<file path="src/rtl/fb_arbiter.sv">
// Framebuffer arbiter: shares one single-port, synchronous-read pixel RAM
// between LCD scan-out and a host read/write port, keeping lcd_pixels coherent.
module fb_arbiter #(
    parameter int WIDTH     = 240,
    parameter int PAGES     = 8,
    parameter int ADDR_BITS = 11
) (
    input  logic                 clk,
    input  logic                 reset,
    input  logic [7:0]           lcd_x,
    input  logic [3:0]           lcd_y,
    output logic [7:0]           lcd_pixels,
    input  logic                 wr_valid,
    input  logic [ADDR_BITS-1:0] wr_addr,
    input  logic [7:0]           wr_data,
    output logic                 wr_ready,
    input  logic                 rd_valid,
    input  logic [ADDR_BITS-1:0] rd_addr,
    output logic                 rd_ready,
    output logic [7:0]           rd_data,
    output logic                 rd_data_valid,
    output logic [ADDR_BITS-1:0] ram_addr,
    output logic [7:0]           ram_wdata,
    output logic                 ram_we,
    input  logic [7:0]           ram_rdata
);

    localparam logic [ADDR_BITS-1:0] FB_END = ADDR_BITS'(WIDTH * PAGES);
    localparam logic [7:0]           X_END  = 8'(WIDTH);

    typedef enum logic [2:0] {
        S_IDLE,
        S_LCD_RD,
        S_LCD_CAP,
        S_HOST_WR,
        S_HOST_RD,
        S_HOST_CAP
    } state_t;

    state_t                 state, state_nx;
    logic [ADDR_BITS-1:0]   page_w;
    logic [ADDR_BITS-1:0]   x_w;
    logic [ADDR_BITS-1:0]   lcd_addr;
    logic                   lcd_oob;
    logic                   wr_in_range;
    logic                   rd_in_range;
    logic                   lcd_dirty;
    logic                   dirty_q;
    logic [ADDR_BITS-1:0]   fetched_addr;
    logic                   fetched_oob;
    logic                   last_lcd;
    logic                   rd_oob;
    logic                   unused_y3;

    assign unused_y3 = lcd_y[3];

    // page*WIDTH folded into shifts: page*240 = page*256 - page*16
    assign page_w   = ADDR_BITS'(lcd_y[2:0]);
    assign x_w      = ADDR_BITS'(lcd_x);
    assign lcd_addr = (page_w << 8) - (page_w << 4) + x_w;
    assign lcd_oob  = (lcd_x >= X_END);

    assign wr_in_range = (wr_addr < FB_END);
    assign rd_in_range = (rd_addr < FB_END);

    // A fetch is owed when the coordinate moved or the shown byte was overwritten
    assign lcd_dirty = dirty_q || (lcd_addr != fetched_addr) || (lcd_oob != fetched_oob);

    always_comb begin
        state_nx = state;
        case (state)
            S_IDLE: begin
                if (lcd_dirty && !last_lcd) state_nx = S_LCD_RD;
                else if (wr_valid)          state_nx = S_HOST_WR;
                else if (rd_valid)          state_nx = S_HOST_RD;
                else if (lcd_dirty)         state_nx = S_LCD_RD;
                else                        state_nx = S_IDLE;
            end
            S_LCD_RD:  state_nx = S_LCD_CAP;
            S_HOST_RD: state_nx = S_HOST_CAP;
            default:   state_nx = S_IDLE;
        endcase
    end

    always_ff @(posedge clk or negedge reset) begin
        if (!reset) begin
            state         <= S_IDLE;
            lcd_pixels    <= 8'h00;
            rd_data       <= 8'h00;
            ram_addr      <= '0;
            ram_wdata     <= 8'h00;
            ram_we        <= 1'b0;
            wr_ready      <= 1'b0;
            rd_ready      <= 1'b0;
            rd_data_valid <= 1'b0;
            fetched_addr  <= '0;
            fetched_oob   <= 1'b0;
            dirty_q       <= 1'b1;
            last_lcd      <= 1'b0;
            rd_oob        <= 1'b0;
        end else begin
            state         <= state_nx;
            wr_ready      <= (state_nx == S_HOST_WR);
            ram_we        <= (state_nx == S_HOST_WR) && wr_in_range;
            rd_ready      <= (state == S_HOST_RD);
            rd_data_valid <= (state == S_HOST_CAP);

            if (state == S_IDLE) begin
                case (state_nx)
                    S_LCD_RD: begin
                        fetched_addr <= lcd_addr;
                        fetched_oob  <= lcd_oob;
                        dirty_q      <= 1'b0;
                        last_lcd     <= 1'b1;
                        if (!lcd_oob) ram_addr <= lcd_addr;
                    end
                    S_HOST_WR: begin
                        last_lcd  <= 1'b0;
                        ram_wdata <= wr_data;
                        if (wr_in_range) ram_addr <= wr_addr;
                    end
                    S_HOST_RD: begin
                        last_lcd <= 1'b0;
                        rd_oob   <= !rd_in_range;
                        if (rd_in_range) ram_addr <= rd_addr;
                    end
                    default: ;
                endcase
            end

            // Overwriting the displayed byte forces a re-fetch on the next LCD grant
            if (state == S_HOST_WR && ram_we && ram_addr == fetched_addr && !fetched_oob)
                dirty_q <= 1'b1;

            if (state == S_LCD_CAP)
                lcd_pixels <= fetched_oob ? 8'h00 : ram_rdata;

            if (state == S_HOST_CAP)
                rd_data <= rd_oob ? 8'h00 : ram_rdata;
        end
    end

endmodule

</file>
<file path="config.mk">
export PLATFORM = sky130hd
export DESIGN_NAME = fb_arbiter
export DESIGN_NICKNAME = d
export VERILOG_FILES = /design/src/rtl/fb_arbiter.sv
export SDC_FILE = /design/constraint.sdc
export NUM_CORES = 1
export LEC_CHECK = 0
export ABC_AREA = 1
export CAP_MARGIN = 0
export CORE_UTILIZATION = 43
export DETAILED_ROUTE_END_ITERATION = 7
export HOLD_SLACK_MARGIN = 0.06
export PLACE_DENSITY = 0.79
export SETUP_SLACK_MARGIN = 0.1
export SYNTH_ARGS = -nofsm -noshare
export SYNTH_HDL_FRONTEND = slang
export SYNTH_SLANG_ARGS = --single-unit
</file>
<file path="constraint.sdc">
create_clock -name clk -period 2 [get_ports clk]
set_input_delay 0.4 -clock clk [delete_from_list [all_inputs] [get_ports clk]]
set_output_delay 0.4 -clock clk [all_outputs]
set_load 0.01 [all_outputs]
</file>
; ---- Word-level counts from Yosys, hierarchy flattened
; Index checks and enable logic that the tools add are counted.
[totals]
reg_bits = 57
latch_bits = 0
ramBits = 0
rom_bits = 0
in_bits = 54
elab_cells = 70
mem_count = 0
[classes]
add_sub_neg = 2
n_mul = 0
div_mod_pow = 0
order_cmp = 3
eq_ne = 14
shift = 0
n_mux = 15
n_bitwise = 0
n_reduce_logical = 22
[op_table]
columns = operator, n
row1 = 11-bit 2-to-1 mux, 3
row2 = 11-bit one-hot mux with 3 select lines, 1
row3 = 11-bit < comparator (second input constant), 2
row4 = 8-bit 2-to-1 mux, 2
row5 = 11-bit by 8-bit adder with 11-bit output, 1
row6 = 11-bit equality test, 1
row7 = 11-bit inequality test, 1
row8 = 11-bit by 7-bit subtractor with 11-bit output, 1
row9 = 2-bit AND reduction, 5
row10 = 3-bit by 2-bit equality test with 1-bit output (second input constant), 3
row11 = 3-bit equality test (second input constant), 3
row12 = 3-bit 2-to-1 mux, 3
row13 = 3-bit one-hot mux with 3 select lines, 1
row14 = 8-bit >= comparator (second input constant), 1
row15 = 3-bit by 1-bit equality test with 1-bit output (second input constant), 2
row16 = 2-bit inequality test (second input constant), 3
row17 = 2-bit nonzero test, 3
row18 = 1-bit logical AND, 5
row19 = 5-bit AND reduction, 1
row20 = 1-bit 2-to-1 mux, 4
row21 = 1-bit logical NOT, 3
row22 = 3-bit logical NOT, 1
row23 = 3-bit nonzero test, 1
row24 = 1-bit logical OR, 2
row25 = 3 further kinds, 3

; ---- Longest topological paths before layout
[logic_depth]
depth_word = 14
depth_mapped = 22
mapped_depth_nobuf = 21

; ---- Worst setup path after synthesis
; OpenSTA, ideal clock, no wires.
[synth_timing]
path_kind = input to register
startpoint = input port lcd_y[2]
endpoint = register ram_addr[10]
setup_time_ps = 120
arrival_time_ps = 2404
path_slack_ps = -524
path_stages = 15
path_buffers = 1
path_cell_list = inv_1 -> ha_1 -> or2_1 -> nand2_1 -> nand4_1 -> nand3_1 -> nand3_2 -> o21bai_4 -> nand3_2 -> or2_1 -> nand2_2 -> nor2_4 -> buf_6 -> nand2_2 -> nand2_1
[synth_between]
elab_chain_cells = 13
word_cells_on_any_way = 21
classes_between = 2 x add/sub / 7 x eq/ne / 7 x mux / 5 x reduce/logical
[synth_rtl]
columns = item, line_no
row1 = from (decl), 11  ; input logic [3:0] lcd_y,
row2 = 11-bit by 7-bit subtractor with 11-bit output *, 60  ; assign lcd_addr = (page_w << 8) - (page_w << 4) + x_w;
row3 = 11-bit by 8-bit adder with 11-bit output *, 60
row4 = 11-bit inequality test, 67  ; assign lcd_dirty = dirty_q || (lcd_addr != fetched_addr) || (lcd_oob != fetched_oob);
row5 = 1-bit logical OR (2 in a row), 67
row6 = 1-bit 2-to-1 mux, 76  ; else if (lcd_dirty) state_nx = S_LCD_RD;
row7 = 3-bit 2-to-1 mux, 75  ; else if (rd_valid) state_nx = S_HOST_RD;
row8 = 3-bit 2-to-1 mux, 74  ; else if (wr_valid) state_nx = S_HOST_WR;
row9 = 3-bit 2-to-1 mux, 73  ; if (lcd_dirty && !last_lcd) state_nx = S_LCD_RD;
row10 = 3-bit one-hot mux with 3 select lines, 71  ; case (state)
row11 = "3-bit equality test, or another cell as far along", 109  ; case (state_nx)
row12 = 2-bit inequality test (no line) or 3-bit nonzero test (tied branches), --
row13 = 5-bit AND reduction (no line), --
row14 = to (signal assigned), 115  ; if (!lcd_oob) ram_addr <= lcd_addr;
row15 = to (signal assigned), 120  ; if (wr_in_range) ram_addr <= wr_addr;
row16 = to (signal assigned), 125  ; if (rd_in_range) ram_addr <= rd_addr;
row17 = to (decl), 22  ; output logic [ADDR_BITS-1:0] ram_addr,
; Every way passes the cells marked *; elsewhere a longest branch is shown, timed or not. The select of a mux whose other input is x is not followed.
; A chain may end at the register's enable or synchronous reset.

; ---- Worst setup path after layout
[layout_timing]
startpoint = input port lcd_y[0]
endpoint = register ram_addr[6]
; Same word-level chain as after synthesis.

==> metrics.csv <==
stage;metric;value;unit
setup_path;Critical Path AT;2.81;ns
die;core area;6944;um2
final_layout;number of diodes;0;
global_route;initial antenna violation count;0;
yosys;area leader, netlist;dfrtp_1;
yosys;register area share after synthesis;44.99;%
yosys;Synth cell types;38;
routing;DR iter-0 viols;281;
setup_path;reg-to-reg endpoint;ram_addr[6];
yosys;ranking of synthesized cells by area;dfrtp_1 (44%), nand2_1 (15%), nand3_1 (7.4%);
clock_network;TritonCTS clock tree;built;
global_route;GRT Total Usage;28.88;%
power_and_ir_drop;VDD IR max;0.7455;mV
die;Core Rows;30;
setup_path;crit start category;primary input;
outcome;status;complete, but fails checks;
timing;relative slew slack;63.40;%
power_and_ir_drop;static leakage;2.601;nW
yosys;most numerous cell in the Yosys netlist;nand2_1;
yosys;Post-Syn Area;3173;um2
die;I/O pins;93;
yosys;Post-synth EDFFs;0;
timing;setup violators final;39;
timing;Final Skew;0.01083;ns
final_layout;nets;642;
clock_network;Clk Latency, worst-skew pair;0.34;ns
global_route;grt ovf;0;
timing;Worst-Margin Slew;0.5470;ns
timing;fin crit share;130.3;%
die;Initial Utilization;45.69;%
yosys;Synth Area per Inst;7.702;um2
outcome;failing checks;setup timing;
yosys;synth cell count leaders;nand2_1 (127), dfrtp_1 (56), nand3_1 (47), inv_1 (40), o21ai_0 (35);
place;post-DP HPWL;6.954;mm
global_route;vias in the first global route;3665;
clock_network;Clock Sinks;57;
run;max cap viols;0;
setup_path;critical path class;primary input to flip-flop;
routing;via count;3682;
timing;fmax;383.8;MHz
hold_path;HP Class;flip-flop to flip-flop;
setup_path;Critical Path RT;2.20;ns
setup_path;critical path capture point type;flip-flop;
timing;Pins Over Slew Limit;0;
setup_path;CP startpoint;lcd_y[0];
timing;hold_ws;0.4832;ns
clock_network;Worst-path clk slew;0.06;ns
routing;drt total wl;11.52;mm
hold_path;start point of the worst hold path;ram_wdata[3];
place;placed cells;629;
routing;1st-pass router iterations;5;
timing;final setup TNS;-14.15;ns
yosys;ys async rst share;100.0;%
setup_path;Critical Path End;ram_addr[6];
clock_network;CTS Buf Count;9;
global_route;first-pass GRT wire length;16.95;mm
die;die area;7726;um2
timing;Final min period;2.605;ns
place;pre-CTS setup slack;-1.220;ns
yosys;#FFs+latches synth;57;
yosys;Synth Warn #;0;
clock_network;clock root buffer;clkbuf_8;
place;Final Wtd Congestion;0.8709;
setup_path;FF-to-FF Start;fetched_addr[3];
setup_path;worst r2r path cells;14;
timing;final hold violation count;0;
place;# port buffers;91;
yosys;main flop type after synthesis;dfrtp_1;
timing;final worst setup slack;-0.6053;ns
routing;Vias/cell;5.383;
final_layout;post-route insts no fill;684;
final_layout;Layout area overhead;69.60;%
routing;antenna viol nets, final;0;
setup_path;Reg2Reg Setup Slack;-0.45;ns
clock_network;clock buffer depth;2;
timing;RSZ-0062 raised after global routing;true;
yosys;Syn Inst Count;412;
die;Die Width;87.90;um
global_route;largest net degree at the start of global routing;26;
setup_path;crit-path max FO;9;
final_layout;fraction of layout cells with a size suffix above 1;32.82;%
power_and_ir_drop;Power Total;0.007526;W
yosys;top-area cell type share of the netlist area;44.16;%
routing;number of remaining DRC errors;0;
clock_network;H-tree Lvls;3;
die;Die Ht;87.90;um
power_and_ir_drop;pwr dens;1399;nW/um2
routing;WL/cell;16.83;um
yosys;Mapped Nets;469;
## through the flow
step                      instance area, um2  util [%]
after floorplan                         3229         -
after detailed placement                4529     65.23
after global placement                  4529     65.23
final                                   5381     77.50
after global routing                    5381     77.50
after CTS                               5109     73.57
## layout by cell type, fill, tap and decap left out, drive strengths merged
cell type / synthesis / routed
a41oi: 1 / 1
nand3: 54 / 54
dlygate4sd3: 0 / 1
dlygate4sd2: 0 / 5
a21oi: 3 / 3
xor2: 6 / 6
bufinv: 0 / 1
o21ai: 45 / 45
a32o: 1 / 1
inv: 45 / 45
nor2: 19 / 19
nand4: 9 / 9
nand2: 145 / 145
o211ai: 1 / 1
dfrtp: 56 / 56
clkbuf: 3 / 12
nor4: 1 / 1
o21bai: 1 / 1
clkinv: 1 / 2
clkinvlp: 0 / 1
o2111ai: 1 / 1
ha: 3 / 3
clkdlybuf4s50: 0 / 79
buf: 9 / 88
nor3: 3 / 3
or2: 3 / 3
a211oi: 1 / 1
dfstp: 1 / 1
## how the worst min path moves through the flow
stage                      endpoint  cells after the start
finish                 ram_wdata[3]                      2
global route           ram_wdata[6]                      2
CTS                    ram_wdata[6]                      2
detailed placement  fetched_addr[2]                      1
global placement    fetched_addr[2]                      1
floorplan           fetched_addr[0]                      0
## flip-flops by register name, summed over array words and instances (netlist names), 3 cells and up
register	flops
fetched_addr	11
lcd_pixels	8
ram_addr	11
ram_wdata	8
rd_data	8
state	3
## where the power goes
part	internal (W)	switching (W)	total [W]	leakage [nW]
Sequential	0.00167	0.000423	0.00210	0.719
Combinational	0.00213	0.00225	0.00438	1.79
Clock	0.000594	0.000456	0.00105	0.0913
## layer usage
| metal | GRT usage (%) | part of all wire, % | vias up | wire (um) |
|---|---|---|---|---|
| met4 | 12.97 | 5.1 | 0 | 583 |
| met5 | 0 | 0 | - | 0 |
| li1 | - | - | 1680 | - |
| met3 | 7.634 | 7.0 | 71 | 809 |
| met2 | 50.67 | 51 | 216 | 5859 |
| met1 | 32.95 | 37 | 1715 | 4263 |
## critical path, stage by stage
cell and delay [ns]:
buf_8 0.08, inv_6 0.03, ha_4 0.26, inv_4 0.05, nand2_4 0.09, nand2_8 0.08
nand2_2 0.07, nand2_1 0.08, nand3_1 0.12, nand2_1 0.11, nor2_2 0.17, nand3_4 0.11
o21bai_4 0.28, nand3_2 0.14, nand4_1 0.18, nand2_2 0.12, buf_6 0.17, o21ai_1 0.15
nand2_1 0.09
## layout make-up
cell class	instances	area, um2
clock buffers	11	141.4
clock inverters	3	42.54
fillers	453	1563
inverters	46	187.7
multi-input cells	297	1790
flip-flops and latches	57	1428
well taps	96	120.1
repair buffers	174	1672
## kinds of logic (layout without fill, tap and decap cells)
logic type / count (synthesis) / in the layout / synth area share, %
DFF: 57 / 57 / 44.99
xor gates and xnor gates: 6 / 6 / 1.656
adders and majority gates: 3 / 3 / 1.183
buffers and inverters: 58 / 234 / 7.649
AOI/OAI and AO/OA: 54 / 54 / 9.977
and+or+nand+nor: 234 / 234 / 34.54
## timing repair
action	in CTS	in global routing
pin swaps	40	22
hold buffers	1	0
cloned	1	0
setup endpoints to repair	39	39
endpoints found under the hold margin	16	0
buffers inserted	30	13
resized for setup	87	43
Note: power is estimated with default switching activity, not from simulation.
